### config.mk
export PLATFORM = sky130hd
export DESIGN_NAME = seven_segment_arbiter
export DESIGN_NICKNAME = d
export VERILOG_FILES = /design/src/rtl/seven_segment_arbiter.sv
export SDC_FILE = /design/constraint.sdc
export NUM_CORES = 1
export LEC_CHECK = 0
export BUFFER_PORTS_ARGS = -buffer_cell sky130_fd_sc_hd__buf_2
export CORE_MARGIN = 5
export CORE_UTILIZATION = 35
export CTS_CLUSTER_SIZE = 25
export DETAILED_ROUTE_END_ITERATION = 10
export SKIP_LAST_GASP = 1
export SYNTH_ARGS = -nofsm -noshare
export SYNTH_HDL_FRONTEND = slang
export SYNTH_SLANG_ARGS = --single-unit
### constraint.sdc
create_clock -name clk -period 3.1 [get_ports clk]
set_input_delay 0.155 -clock clk [delete_from_list [all_inputs] [get_ports clk]]
set_output_delay 0.155 -clock clk [all_outputs]
set_load 0.005 [all_outputs]
### src/rtl/seven_segment_arbiter.sv
// Round-robin arbiter sharing one seven-segment display between NUM_REQ requesters with a minimum owner dwell.
// Optional macro SEVSEG_ARB_LOCK_EN adds req_lock so an owner in HOLD can keep the display indefinitely.
module seven_segment_arbiter #(
    parameter int NUM_REQ      = 4,
    parameter int DATA_BITS    = 14,
    parameter int DWELL_CYCLES = 1000
) (
    input  logic                         clk,
    input  logic                         reset,
    input  logic [NUM_REQ*DATA_BITS-1:0] req_data,
    input  logic [NUM_REQ-1:0]           req_valid,
`ifdef SEVSEG_ARB_LOCK_EN
    input  logic [NUM_REQ-1:0]           req_lock,
`endif
    output logic [NUM_REQ-1:0]           req_ready,
    output logic [DATA_BITS-1:0]         data_out,
    output logic                         data_out_valid,
    output logic [$clog2(NUM_REQ)-1:0]   owner,
    output logic                         owner_valid
);
    localparam int IW = $clog2(NUM_REQ);
    localparam int CW = (DWELL_CYCLES > 1) ? $clog2(DWELL_CYCLES) : 1;

    typedef enum logic [1:0] {IDLE, GRANT, DWELL, HOLD} state_t;

    state_t                            state, state_nxt, ret_state, ret_nxt;
    logic [IW-1:0]                     sel, sel_nxt, ptr, load_idx;
    logic [CW-1:0]                     cnt;
    logic [NUM_REQ-1:0][DATA_BITS-1:0] req_word;
    logic [NUM_REQ-1:0]                owner_oh;
    logic [IW:0]                       idle_res, hold_res;
    logic                              lock_hold, load, take_owner;

    // Returns {found, index}: first valid index after base with wrap; base itself is tried last if allowed.
    function automatic logic [IW:0] rr_pick(input logic [NUM_REQ-1:0] v,
                                            input logic [IW-1:0]    base,
                                            input logic             incl_base);
        logic [IW:0] r;
        int          idx;
        r = '0;
        if (incl_base && v[base]) r = {1'b1, base};
        for (int k = NUM_REQ - 1; k >= 1; k--) begin
            idx = (int'(base) + k) % NUM_REQ;
            if (v[idx]) r = {1'b1, IW'(idx)};
        end
        return r;
    endfunction

    assign req_word = req_data;
    assign owner_oh = NUM_REQ'(1) << owner;
    assign idle_res = rr_pick(req_valid, ptr, 1'b1);
    assign hold_res = rr_pick(req_valid, owner, 1'b0);

`ifdef SEVSEG_ARB_LOCK_EN
    assign lock_hold = req_lock[owner];
`else
    assign lock_hold = 1'b0;
`endif

    // In HOLD the owner's ready is withdrawn the same cycle a competitor shows up, so no owner
    // update can race the hand-over; everywhere else ready comes from registered state alone.
    always_comb begin
        state_nxt  = state;
        ret_nxt    = ret_state;
        sel_nxt    = sel;
        req_ready  = '0;
        load       = 1'b0;
        take_owner = 1'b0;
        load_idx   = owner;
        case (state)
            IDLE: begin
                if (idle_res[IW]) begin
                    sel_nxt   = idle_res[IW-1:0];
                    ret_nxt   = IDLE;
                    state_nxt = GRANT;
                end
            end
            GRANT: begin
                req_ready = NUM_REQ'(1) << sel;
                if (req_valid[sel]) begin
                    load       = 1'b1;
                    load_idx   = sel;
                    take_owner = 1'b1;
                    state_nxt  = DWELL;
                end else begin
                    state_nxt = ret_state;
                end
            end
            DWELL: begin
                req_ready = owner_oh;
                load      = req_valid[owner];
                if (cnt == '0) state_nxt = HOLD;
            end
            HOLD: begin
                if (hold_res[IW] && !lock_hold) begin
                    sel_nxt   = hold_res[IW-1:0];
                    ret_nxt   = HOLD;
                    state_nxt = GRANT;
                end else begin
                    req_ready = owner_oh;
                    load      = req_valid[owner];
                end
            end
            default: state_nxt = IDLE;
        endcase
    end

    always_ff @(posedge clk) begin
        if (reset) begin
            state          <= IDLE;
            ret_state      <= IDLE;
            sel            <= '0;
            ptr            <= IW'(NUM_REQ - 1);
            cnt            <= '0;
            owner          <= '0;
            owner_valid    <= 1'b0;
            data_out       <= '0;
            data_out_valid <= 1'b0;
        end else begin
            state          <= state_nxt;
            ret_state      <= ret_nxt;
            sel            <= sel_nxt;
            data_out_valid <= load;
            if (load) data_out <= req_word[load_idx];
            // Owner updates during DWELL deliberately leave the counter running.
            if (take_owner) begin
                owner       <= sel;
                owner_valid <= 1'b1;
                ptr         <= sel;
                cnt         <= CW'(DWELL_CYCLES - 1);
            end else if (state == DWELL && cnt != '0) begin
                cnt <= cnt - CW'(1);
            end
        end
    end
endmodule

Word-level counts from Yosys, hierarchy flattened

Cells that the tools add are included.

Output and inout port bits: 22
Register bits: 36
Input bits: 62

$lt $le $gt $ge: 10
Equal/unequal tests: 6
Shifts and indexed selects: 2
Reductions and logical operators: 15
Add/subtract/negate cells: 7
Multiplexer cells: 54
Bitwise logic cells: 6

Operators by type and width:

| kind                                                       | count |
|---|---|
| binary-select mux 14 bit (select 2 bit)                    | 1 |
| less-than comparator 3 x 4 -> 1 bit, second input constant | 6 |
| two-way mux 3 bit                                          | 7 |
| two-way mux 10 bit                                         | 2 |
| two-way mux 2 bit                                          | 10 |
| binary-select mux 1 bit (select 2 bit)                     | 9 |
| two-way mux 1 bit                                          | 18 |
| two-way mux 14 bit                                         | 1 |
| OR reduction 2 bit                                         | 7 |
| less-than comparator 2 x 3 -> 1 bit, second input constant | 4 |
| one-hot mux 4 bit (3 select lines)                         | 1 |
| logical NOT 10 bit                                         | 1 |
| nonzero test 10 bit                                        | 1 |
| subtractor 10 x 1 -> 10 bit, second input constant         | 1 |
| adder 2 bit, second input constant                         | 4 |
| one-hot mux 2 bit (2 select lines)                         | 2 |
| one-hot mux 2 bit (4 select lines)                         | 1 |
| << shifter 1 x 2 -> 4 bit, first input constant            | 2 |
| AND 1 bit, first input constant                            | 6 |
| != test 2 bit, second input constant                       | 3 |
| AND reduction 3 bit                                        | 2 |
| adder 2 x 1 -> 2 bit, second input constant                | 2 |
| == test 2 bit, second input constant                       | 2 |
| two-way mux 4 bit                                          | 1 |
| other kinds (5)                                            | 6 |

Depth between registers and ports, before layout

Gate-level depths: netlist of the first run.

Depth in word-level cells: 11
Gate-level depth with buffers: 8
Gate-level depth less buffers: 7

Worst setup path after synthesis of the first run

No wires, ideal clock.

Path kind: register -> register
Start point: reg sel[1]
End point: reg data_out[3]
Cell stages (with the launch flop): 8
Setup slack: 0.885 ns
Clock period less this slack: 2.215 ns
Buffers on the path: 2
Setup time: 0.117 ns
Arrival time: 2.098 ns
Path through: dfxtp_1 > buf_4 > mux2_4 > a21oi_2 > a2bb2oi_4 > buf_6 > mux4_1 > a22o_1

Word-level cells in the longest chain between the ends: 6
Elaborated cells on any way between the ends: 8

RTL lines:

| what                                     | line | RTL |
|---|---|---|
| from (decl)                              | 27   | `logic [IW-1:0] sel, sel_nxt, ptr, load_idx;` |
| from (signal assigned)                   | 122  | `sel <= sel_nxt;` |
| binary-select mux 1 bit (select 2 bit)   | 80   | `if (req_valid[sel]) begin` |
| two-way mux 1 bit (implied by the code)  | 80   |  |
| two-way mux 2 bit                        | 80   |  |
| two-way mux 2 bit                        | 70   | `case (state)` |
| binary-select mux 14 bit (select 2 bit)  | 124  | `if (load) data_out <= req_word[load_idx];` |
| two-way mux 14 bit (implied by the code) | 124  |  |
| to (signal assigned)                     | 124  |  |
| to (decl)                                | 16   | `output logic [DATA_BITS-1:0] data_out,` |

Several ways; a longest one is shown, not always the timed one. The select of a mux whose other input is x is not followed.
A chain may end at the register's enable or synchronous reset.

Final worst setup path of the first run

Start point: reg sel[1]
End point: reg data_out[4]

Same word-level chain as after synthesis.

==> results of run 1 <==
-- state kept, by name, indices dropped and copies added, names as in the netlist --
| signal | cells |
|---|---|
| sel | 2 |
| owner | 2 |
| owner_valid | 1 |
| cnt | 10 |
| data_out | 14 |
| state | 2 |
| ret_state | 1 |
| data_out_valid | 1 |
| ptr | 2 |
-- power groups by stage --
| stage | clock network [mW] | registers (mW) | logic (mW) |
|---|---|---|---|
| 2_1_floorplan | 0 | 0.534 | 0.305 |
| 3_3_place_gp | 0 | 0.552 | 0.377 |
| 3_5_place_dp | 0 | 0.553 | 0.382 |
| 4_1_cts | 0.423 | 0.543 | 0.384 |
| 5_1_grt | 0.446 | 0.551 | 0.420 |
| 6_report | 0.414 | 0.544 | 0.379 |
-- cells in the final DEF (no fill, tap or decap), types with 3 or more instances in the layout --
cell	count
a21oi_1	20
a22o_1	14
a31oi_1	3
buf_2	83
clkbuf_8	5
dfxtp_1	35
ha_1	10
inv_1	12
mux2_2	3
mux2i_1	3
mux4_1	5
mux4_2	11
nand2_1	8
nand2b_1	3
nor2_1	17
nor3_1	4
nor4b_1	3
or3_1	3
xnor2_1	6
-- cell families after synthesis --
kind of cell             share of synthesized area
AO/OA/AOI/OAI                                0.218
XOR/XNOR                                    0.0299
adder cells (fa/ha/maj)                     0.0534
buffers and inverters                       0.0683
flip-flops                                   0.299
multiplexers                                 0.195
AND/OR/NAND/NOR                              0.136
-- how the worst max path moves through the flow --
stage | startpoint | to | slack, ns | depth (start not counted)
2_1_floorplan | sel[1] | data_out[3] | 0.89 | 7
3_3_place_gp | sel[1] | data_out[3] | 0.60 | 5
3_5_place_dp | sel[1] | data_out[3] | 0.56 | 5
4_1_cts | sel[1] | data_out[4] | 0.55 | 5
5_1_grt | state[1] | data_out[6] | 0.39 | 6
6_report | sel[1] | data_out[4] | 0.58 | 5
-- per-layer routing --
metal | routed length (microns) | up-vias | part of all wire | track usage
met5 | 0 | - | 0 | 0
met4 | 111 | 0 | 0.019 | 0.0507
met3 | 536 | 11 | 0.093 | 0.0491
met2 | 2520 | 91 | 0.44 | 0.219
met1 | 2600 | 944 | 0.45 | 0.180
li1 | - | 1000 | - | -
-- critical path, cell delays in order (launching register included) --
cell and delay [ns]:
dfxtp_1 0.54, mux2_4 0.35, a21oi_2 0.18, a2bb2oi_4 0.52, mux4_1 0.63, a22o_1 0.19
-- cell type report --
type,instances,share of cell area
Inverter,13,0.0170
Multi-Input combinational cell,159,0.518
Clock buffer,5,0.0240
Clock inverter,3,0.0153
Timing Repair Buffer,84,0.148
Sequential cell,35,0.245
Tap cell,77,0.0336
-- per-stage QoR --
stage / instances / utilization / cell area, sq um
after floorplan: 223 / - / 2340
after global placement: 368 / 0.429 / 2750
after detailed placement: 368 / 0.429 / 2750
after CTS: 376 / 0.446 / 2870
after global routing: 376 / 0.446 / 2870
final: 376 / 0.446 / 2870
==> impl_metrics.xml, run 1 <==
<?xml version="1.0" encoding="UTF-8"?>
<metrics>
  <group name="clocking">
    <metric name="cts.repair.resized" unit="">0</metric>
    <metric name="worstSkewPairLatency" unit="ns">0.29</metric>
    <metric name="cts-buffers-inserted" unit="">5</metric>
    <metric name="post_cts_hold_buffer_count" unit="">0</metric>
    <metric name="clk_slew_on_worst_s_h_paths" unit="ns">0.08</metric>
    <metric name="clock_path_buffers" unit="">2</metric>
    <metric name="cts.root.buffer_cell" unit="">clkbuf_8</metric>
    <metric name="htree_num_levels" unit="">2</metric>
    <metric name="cts_tree" unit="">built</metric>
    <metric name="numClockSinks" unit="">35</metric>
    <metric name="post-cts-setup-buffer-count" unit="">0</metric>
  </group>
  <group name="routing">
    <metric name="drt-initial-drc-count" unit="">81</metric>
    <metric name="drt_wl_total" unit="microns">5770</metric>
    <metric name="route.detailed.wl_per_inst" unit="microns">15.4</metric>
    <metric name="detail_route.first_pass.iterations" unit="">4</metric>
    <metric name="final_antenna_net_count" unit="">0</metric>
    <metric name="post_drt_via_cell_ratio" unit="">5.44</metric>
    <metric name="route.vias.total" unit="">2046</metric>
    <metric name="route.detailed.drc" unit="">0</metric>
  </group>
  <group name="yosys">
    <metric name="post-synth-top-area-fraction" unit="">0.299</metric>
    <metric name="syn_area" unit="sq mm">0.00234</metric>
    <metric name="ys_top_cells_by_area" unit="">dfxtp_1, mux4_2, mux4_1, ha_1, a22o_1</metric>
    <metric name="distinct_cell_type_count_after_synthesis" unit="">57</metric>
    <metric name="share_of_the_yosys_chip_area_belonging_to_registers" unit="">0.299</metric>
    <metric name="top_cells_by_instance_count_after_synthesis" unit="">dfxtp_1, a21oi_1, nor2_1</metric>
    <metric name="mappedNetlistNets" unit="">295</metric>
    <metric name="synth-edff-count" unit="">0</metric>
    <metric name="synth_area_leader_cell" unit="">dfxtp_1</metric>
    <metric name="synth_most_common_cell" unit="">dfxtp_1</metric>
    <metric name="syn_inst" unit="">223</metric>
    <metric name="synth-warning-count" unit="">0</metric>
    <metric name="async_set_or_reset_flop_fraction_in_the_synthesized_netlist" unit="">0</metric>
    <metric name="synth_ff_type" unit="">dfxtp_1</metric>
    <metric name="synth.avg_cell_area" unit="sq um">10.5</metric>
    <metric name="synth.ff_latch_count" unit="">35</metric>
  </group>
  <group name="place">
    <metric name="place_ws" unit="ns">0.557</metric>
    <metric name="routabilityCongestion" unit="">0.857</metric>
    <metric name="port_buffers" unit="">83</metric>
    <metric name="dp_hpwl" unit="microns">4480</metric>
  </group>
  <group name="timing">
    <metric name="max_slew.worst_pin.slew" unit="ns">0.630</metric>
    <metric name="whs" unit="ns">0.275</metric>
    <metric name="setup_ws" unit="ns">0.579</metric>
    <metric name="maximum_clock_rate" unit="MHz">397</metric>
    <metric name="fin_tns_setup" unit="ns">0</metric>
    <metric name="hold_viol_final" unit="">0</metric>
    <metric name="rsz0062_at_grt" unit="">false</metric>
    <metric name="fin_skew" unit="ns">0.00688</metric>
    <metric name="slew_headroom" unit="">0.578</metric>
    <metric name="drv_slew" unit="">0</metric>
    <metric name="setup_viol" unit="">0</metric>
    <metric name="final_min_period_over_clock_period" unit="">0.813</metric>
    <metric name="clock_period_minus_worst_slack" unit="ns">2.52</metric>
  </group>
  <group name="critical_path">
    <metric name="timing.rr.start" unit="">sel[1]</metric>
    <metric name="reg2reg_to" unit="">data_out[4]</metric>
    <metric name="worstSetupPathType" unit="">reg2reg</metric>
    <metric name="maximum_fanout_encountered_on_the_critical_timing_path" unit="">15</metric>
    <metric name="timing.critical_path.from_type" unit="">flop</metric>
    <metric name="worst-r2r-cell-count" unit="">5</metric>
    <metric name="worst-endpoint-required" unit="ns">3.28</metric>
    <metric name="crit_path_dat" unit="ns">2.70</metric>
    <metric name="reg2reg_setup_slack" unit="ns">0.58</metric>
    <metric name="critical_path.endpoint_type" unit="">flop</metric>
  </group>
  <group name="floorplanning">
    <metric name="die_h" unit="microns">91.9</metric>
    <metric name="coreArea" unit="sq mm">0.00642</metric>
    <metric name="top_level_ports" unit="">84</metric>
    <metric name="die_width" unit="microns">91.9</metric>
    <metric name="initial_utilization" unit="">0.365</metric>
    <metric name="dieArea" unit="sq mm">0.00844</metric>
    <metric name="rows" unit="">29</metric>
  </group>
  <group name="global_routing">
    <metric name="global_route.usage.total" unit="">0.141</metric>
    <metric name="globalRoute.totalOverflow" unit="">0</metric>
    <metric name="grt_antenna_before_repair" unit="">0</metric>
    <metric name="grt_first_pass_wirelength" unit="microns">9680</metric>
    <metric name="grt_pass1_vias" unit="">2101</metric>
    <metric name="maximum_number_of_pins_on_one_net_before_global_route_repair" unit="">24</metric>
  </group>
  <group name="power_and_ir_drop">
    <metric name="leakagePower" unit="nW">1.23</metric>
    <metric name="logic_pwr_share" unit="">0.283</metric>
    <metric name="netSwitchingFraction" unit="">0.304</metric>
    <metric name="report.power.total" unit="mW">1.34</metric>
    <metric name="worst_ir_drop_vdd" unit="mV">0.400</metric>
    <metric name="power_per_cell_area" unit="mW/mm^2">466</metric>
    <metric name="total_switching_power" unit="mW">0.406</metric>
    <metric name="p_seq_frac" unit="">0.407</metric>
    <metric name="clk_pwr_share" unit="">0.310</metric>
    <metric name="p_int" unit="mW">0.930</metric>
  </group>
  <group name="finish">
    <metric name="ff_latch_area" unit="sq um">701</metric>
    <metric name="nNetsFinal" unit="">370</metric>
    <metric name="layout-area-overhead-vs-synth" unit="%">22.2</metric>
    <metric name="multi_input_logic_area" unit="sq mm">0.00148</metric>
    <metric name="fill_cell_total_of_the_finished_layout" unit="">602</metric>
    <metric name="layout-drive-gt1-share" unit="">0.408</metric>
    <metric name="number_of_inserted_diodes" unit="">0</metric>
  </group>
  <group name="hold_path">
    <metric name="holdCritStartpoint" unit="">req_data[21]</metric>
    <metric name="whs_path_depth" unit="">3</metric>
    <metric name="hold_path_end" unit="">data_out[7]</metric>
    <metric name="worst_hold_path_type" unit="">in2reg</metric>
  </group>
  <group name="run">
    <metric name="max_cap_viol_count" unit="">0</metric>
  </group>
  <group name="run_status">
    <metric name="status" unit="">completed</metric>
  </group>
</metrics>
No activity file was read; power rests on OpenSTA's default activity.
==> run 2, diff against run 1 <==
--- a/config.mk
+++ b/config.mk
@@ -5,6 +5,7 @@
 export SDC_FILE = /design/constraint.sdc
 export NUM_CORES = 1
 export LEC_CHECK = 0
+export ABC_AREA = 1
 export BUFFER_PORTS_ARGS = -buffer_cell sky130_fd_sc_hd__buf_2
 export CORE_MARGIN = 5
 export CORE_UTILIZATION = 35
==> constraint.sdc (replaced) <==
create_clock -name clk -period 2.6 [get_ports clk]
set_input_delay 0.13 -clock clk [delete_from_list [all_inputs] [get_ports clk]]
set_output_delay 0.13 -clock clk [all_outputs]
set_load 0.005 [all_outputs]
==> impl_metrics.xml, run 2 <==
<?xml version="1.0" encoding="UTF-8"?>
<metrics>
  <group name="critical_path">
    <metric name="cp_num_buf_inv" unit="">2</metric>
    <metric name="worst-endpoint-required" unit="ns">2.79</metric>
    <metric name="worst_path_most_repeated_cell" unit="">nand2_1</metric>
    <metric name="crit_path_max_incr_delay" unit="ns">0.38</metric>
    <metric name="crit_path_dat" unit="ns">2.31</metric>
    <metric name="maximum_fanout_encountered_on_the_critical_timing_path" unit="">29</metric>
    <metric name="cp_cell_sequence" unit="">inv_2 &gt; ha_1 &gt; inv_1 &gt; nand3_1 &gt; nand2_1 &gt; nor2_1 &gt; nand2_2 &gt; nand2_2 &gt; nand2_1 &gt; nand2_1 &gt; nand2_2 &gt; nand2_1 &gt; nand2_1 &gt; nor2_1</metric>
    <metric name="critical_path.slowest_cell" unit="">nand2_2</metric>
    <metric name="kind_of_cell_with_the_highest_combined_delay_on_the_critical_path" unit="">simple AND/OR/NAND/NOR gates</metric>
    <metric name="worstSetupPathType" unit="">reg2reg</metric>
    <metric name="critical_path.endpoint_type" unit="">flop</metric>
    <metric name="timing.critical_path.from_type" unit="">flop</metric>
  </group>
  <group name="yosys">
    <metric name="synth.avg_cell_area" unit="sq um">5.60</metric>
    <metric name="ys_top_cells_by_area" unit="">dfxtp_1, nand2_1, nand3_1, inv_1, nor2_1</metric>
    <metric name="syn_area" unit="sq mm">0.00290</metric>
    <metric name="share_of_the_yosys_chip_area_belonging_to_registers" unit="">0.242</metric>
    <metric name="synth_most_common_cell" unit="">nand2_1</metric>
    <metric name="synth_ff_type" unit="">dfxtp_1</metric>
    <metric name="async_set_or_reset_flop_fraction_in_the_synthesized_netlist" unit="">0</metric>
    <metric name="syn_inst" unit="">517</metric>
    <metric name="synth.ff_latch_count" unit="">35</metric>
    <metric name="mappedNetlistNets" unit="">589</metric>
    <metric name="synth-edff-count" unit="">0</metric>
    <metric name="synth_area_leader_cell" unit="">dfxtp_1</metric>
    <metric name="post-synth-top-area-fraction" unit="">0.242</metric>
    <metric name="distinct_cell_type_count_after_synthesis" unit="">28</metric>
    <metric name="top_cells_by_instance_count_after_synthesis" unit="">nand2_1, inv_1, nand3_1</metric>
    <metric name="synth-warning-count" unit="">0</metric>
  </group>
  <group name="routing">
    <metric name="dr_wl_met3" unit="microns">515</metric>
    <metric name="met1Wirelength" unit="microns">3730</metric>
    <metric name="drt_wl_total" unit="microns">7780</metric>
    <metric name="route.detailed.drc" unit="">0</metric>
    <metric name="route.vias.total" unit="">3208</metric>
    <metric name="route.detailed.wl_per_inst" unit="microns">11.1</metric>
    <metric name="drt-initial-drc-count" unit="">91</metric>
    <metric name="detail_route.first_pass.iterations" unit="">4</metric>
    <metric name="final_antenna_net_count" unit="">0</metric>
    <metric name="detailed_route_wirelength_on_metal2" unit="microns">3450</metric>
    <metric name="max_used_layer" unit="">met4</metric>
    <metric name="post_drt_via_cell_ratio" unit="">4.59</metric>
  </group>
  <group name="place">
    <metric name="routabilityCongestion" unit="">0.942</metric>
    <metric name="post-place-cells" unit="">691</metric>
    <metric name="port_buffers" unit="">83</metric>
    <metric name="dpl-instance-area" unit="sq mm">0.00336</metric>
    <metric name="dp_hpwl" unit="microns">6130</metric>
    <metric name="place_ws" unit="ns">0.493</metric>
  </group>
  <group name="clocking">
    <metric name="numClockSinks" unit="">35</metric>
    <metric name="cts.repair.resized" unit="">0</metric>
    <metric name="worstSkewPairLatency" unit="ns">0.29</metric>
    <metric name="cts.root.buffer_cell" unit="">clkbuf_8</metric>
    <metric name="post_cts_hold_buffer_count" unit="">0</metric>
    <metric name="post-cts-setup-buffer-count" unit="">0</metric>
    <metric name="cts_tree" unit="">built</metric>
    <metric name="clk_slew_on_worst_s_h_paths" unit="ns">0.08</metric>
    <metric name="htree_num_levels" unit="">2</metric>
    <metric name="clock_path_buffers" unit="">2</metric>
    <metric name="cts-buffers-inserted" unit="">5</metric>
  </group>
  <group name="timing">
    <metric name="clock_period_minus_worst_slack" unit="ns">2.12</metric>
    <metric name="setup_ws" unit="ns">0.481</metric>
    <metric name="hold_viol_final" unit="">0</metric>
    <metric name="slew_headroom" unit="">0.497</metric>
    <metric name="maximum_clock_rate" unit="MHz">472</metric>
    <metric name="fin_tns_setup" unit="ns">0</metric>
    <metric name="drv_slew" unit="">0</metric>
    <metric name="fin_skew" unit="ns">0.00364</metric>
    <metric name="rsz0062_at_grt" unit="">false</metric>
    <metric name="max_slew.worst_pin.slew" unit="ns">0.754</metric>
    <metric name="setup_viol" unit="">0</metric>
    <metric name="final_min_period_over_clock_period" unit="">0.815</metric>
  </group>
  <group name="global_routing">
    <metric name="maximum_number_of_pins_on_one_net_before_global_route_repair" unit="">30</metric>
    <metric name="grt_antenna_before_repair" unit="">0</metric>
    <metric name="globalRoute.totalOverflow" unit="">0</metric>
    <metric name="grt_pass1_vias" unit="">3088</metric>
    <metric name="global_route.usage.total" unit="">0.155</metric>
    <metric name="grt_first_pass_wirelength" unit="microns">13400</metric>
  </group>
  <group name="finish">
    <metric name="layout.cells.most_common_list" unit="">nand2_1, inv_1, nand3_1, buf_2, nor2_1</metric>
    <metric name="final_standard_cell_count_with_taps_included_and_fillers_excluded" unit="">699</metric>
    <metric name="layout-drive-gt1-share" unit="">0.187</metric>
    <metric name="most_common_library_cell_in_the_layout_ignoring_fill_and_taps" unit="">nand2_1</metric>
    <metric name="nNetsFinal" unit="">665</metric>
    <metric name="utilization" unit="">0.424</metric>
    <metric name="largestRegisters" unit="">data_out (14), cnt (10)</metric>
    <metric name="largest_register_ff_count" unit="">14</metric>
    <metric name="layout.cell_area.non_filler" unit="sq mm">0.00345</metric>
    <metric name="number_of_inserted_diodes" unit="">0</metric>
    <metric name="layout-area-overhead-vs-synth" unit="%">19.1</metric>
    <metric name="top_register" unit="">data_out</metric>
  </group>
  <group name="run_status">
    <metric name="status" unit="">completed</metric>
  </group>
  <group name="run">
    <metric name="max_cap_viol_count" unit="">0</metric>
  </group>
  <group name="floorplanning">
    <metric name="die_width" unit="microns">101</metric>
    <metric name="die_h" unit="microns">101</metric>
    <metric name="dieArea" unit="sq mm">0.0102</metric>
    <metric name="rows" unit="">33</metric>
    <metric name="initial_utilization" unit="">0.356</metric>
    <metric name="top_level_ports" unit="">84</metric>
    <metric name="coreArea" unit="sq mm">0.00813</metric>
  </group>
  <group name="power_and_ir_drop">
    <metric name="worst_ir_drop_vdd" unit="mV">0.276</metric>
    <metric name="leakagePower" unit="nW">2.08</metric>
    <metric name="power_per_cell_area" unit="mW/mm^2">803</metric>
  </group>
  <group name="hold_path">
    <metric name="worst_hold_path_type" unit="">in2reg</metric>
  </group>
</metrics>
run 2: cell count changes in the layout (fill, tap and decap cells not counted), moves of 11 or more:
cell	delta
nand3_1	+81
o21ai_0	+16
a22o_1	-14
mux4_2	-11
nor2_1	+42
inv_1	+88
nand2_1	+132
run 2: worst paths after layout:
path | start | endpoint | slack [ns] | cells past startpoint
min | reset | owner[1] | 0.18 | 2
min reg2reg | owner_valid | owner_valid | 0.50 | 2
max | owner[0] | data_out[0] | 0.48 | 14
max reg2reg | owner[0] | data_out[0] | 0.48 | 14
run 2: cells by family after synthesis:
| family | count (synthesis) | share of synthesized area |
|---|---|---|
| AOI/OAI and AO/OA | 41 | 0.0773 |
| buffers and inverters | 125 | 0.183 |
| DFF | 35 | 0.242 |
| xor gates and xnor gates | 3 | 0.00907 |
| adders and majority gates | 10 | 0.0432 |
| and+or+nand+nor | 303 | 0.446 |
run 2: layout make-up:
| cell class | count | area, sq um |
|---|---|---|
| Fill cell | 892 | 4680 |
| Sequential cell | 35 | 701 |
| Clock inverter | 3 | 20.0 |
| Tap cell | 105 | 131 |
| Inverter | 104 | 395 |
| Clock buffer | 5 | 68.8 |
| Multi-Input combinational cell | 357 | 1670 |
| Timing Repair Buffer | 90 | 468 |
run 2: metrics by stage:
stage | power (mW) | hold slack, ns
2_1_floorplan | 2.03 | 0.199
3_3_place_gp | 2.37 | 0.477
3_5_place_dp | 2.38 | 0.481
4_1_cts | 2.78 | 0.176
5_1_grt | 3.05 | 0.214
6_report | 2.77 | 0.182
run 2: per-layer routing:
| metal | GRT usage | vias to the layer above |
|---|---|---|
| met5 | 0 | - |
| met4 | 0.0399 | 0 |
| met3 | 0.0325 | 9 |
| met2 | 0.260 | 101 |
| met1 | 0.203 | 1360 |
| li1 | - | 1738 |
run 2: where the power goes:
group / switching (mW) / internal (mW) / total, mW
Clock: 0.213 / 0.186 / 0.399
Sequential: 0.144 / 0.672 / 0.817
Combinational: 0.973 / 0.581 / 1.55
Total: 1.33 / 1.44 / 2.77
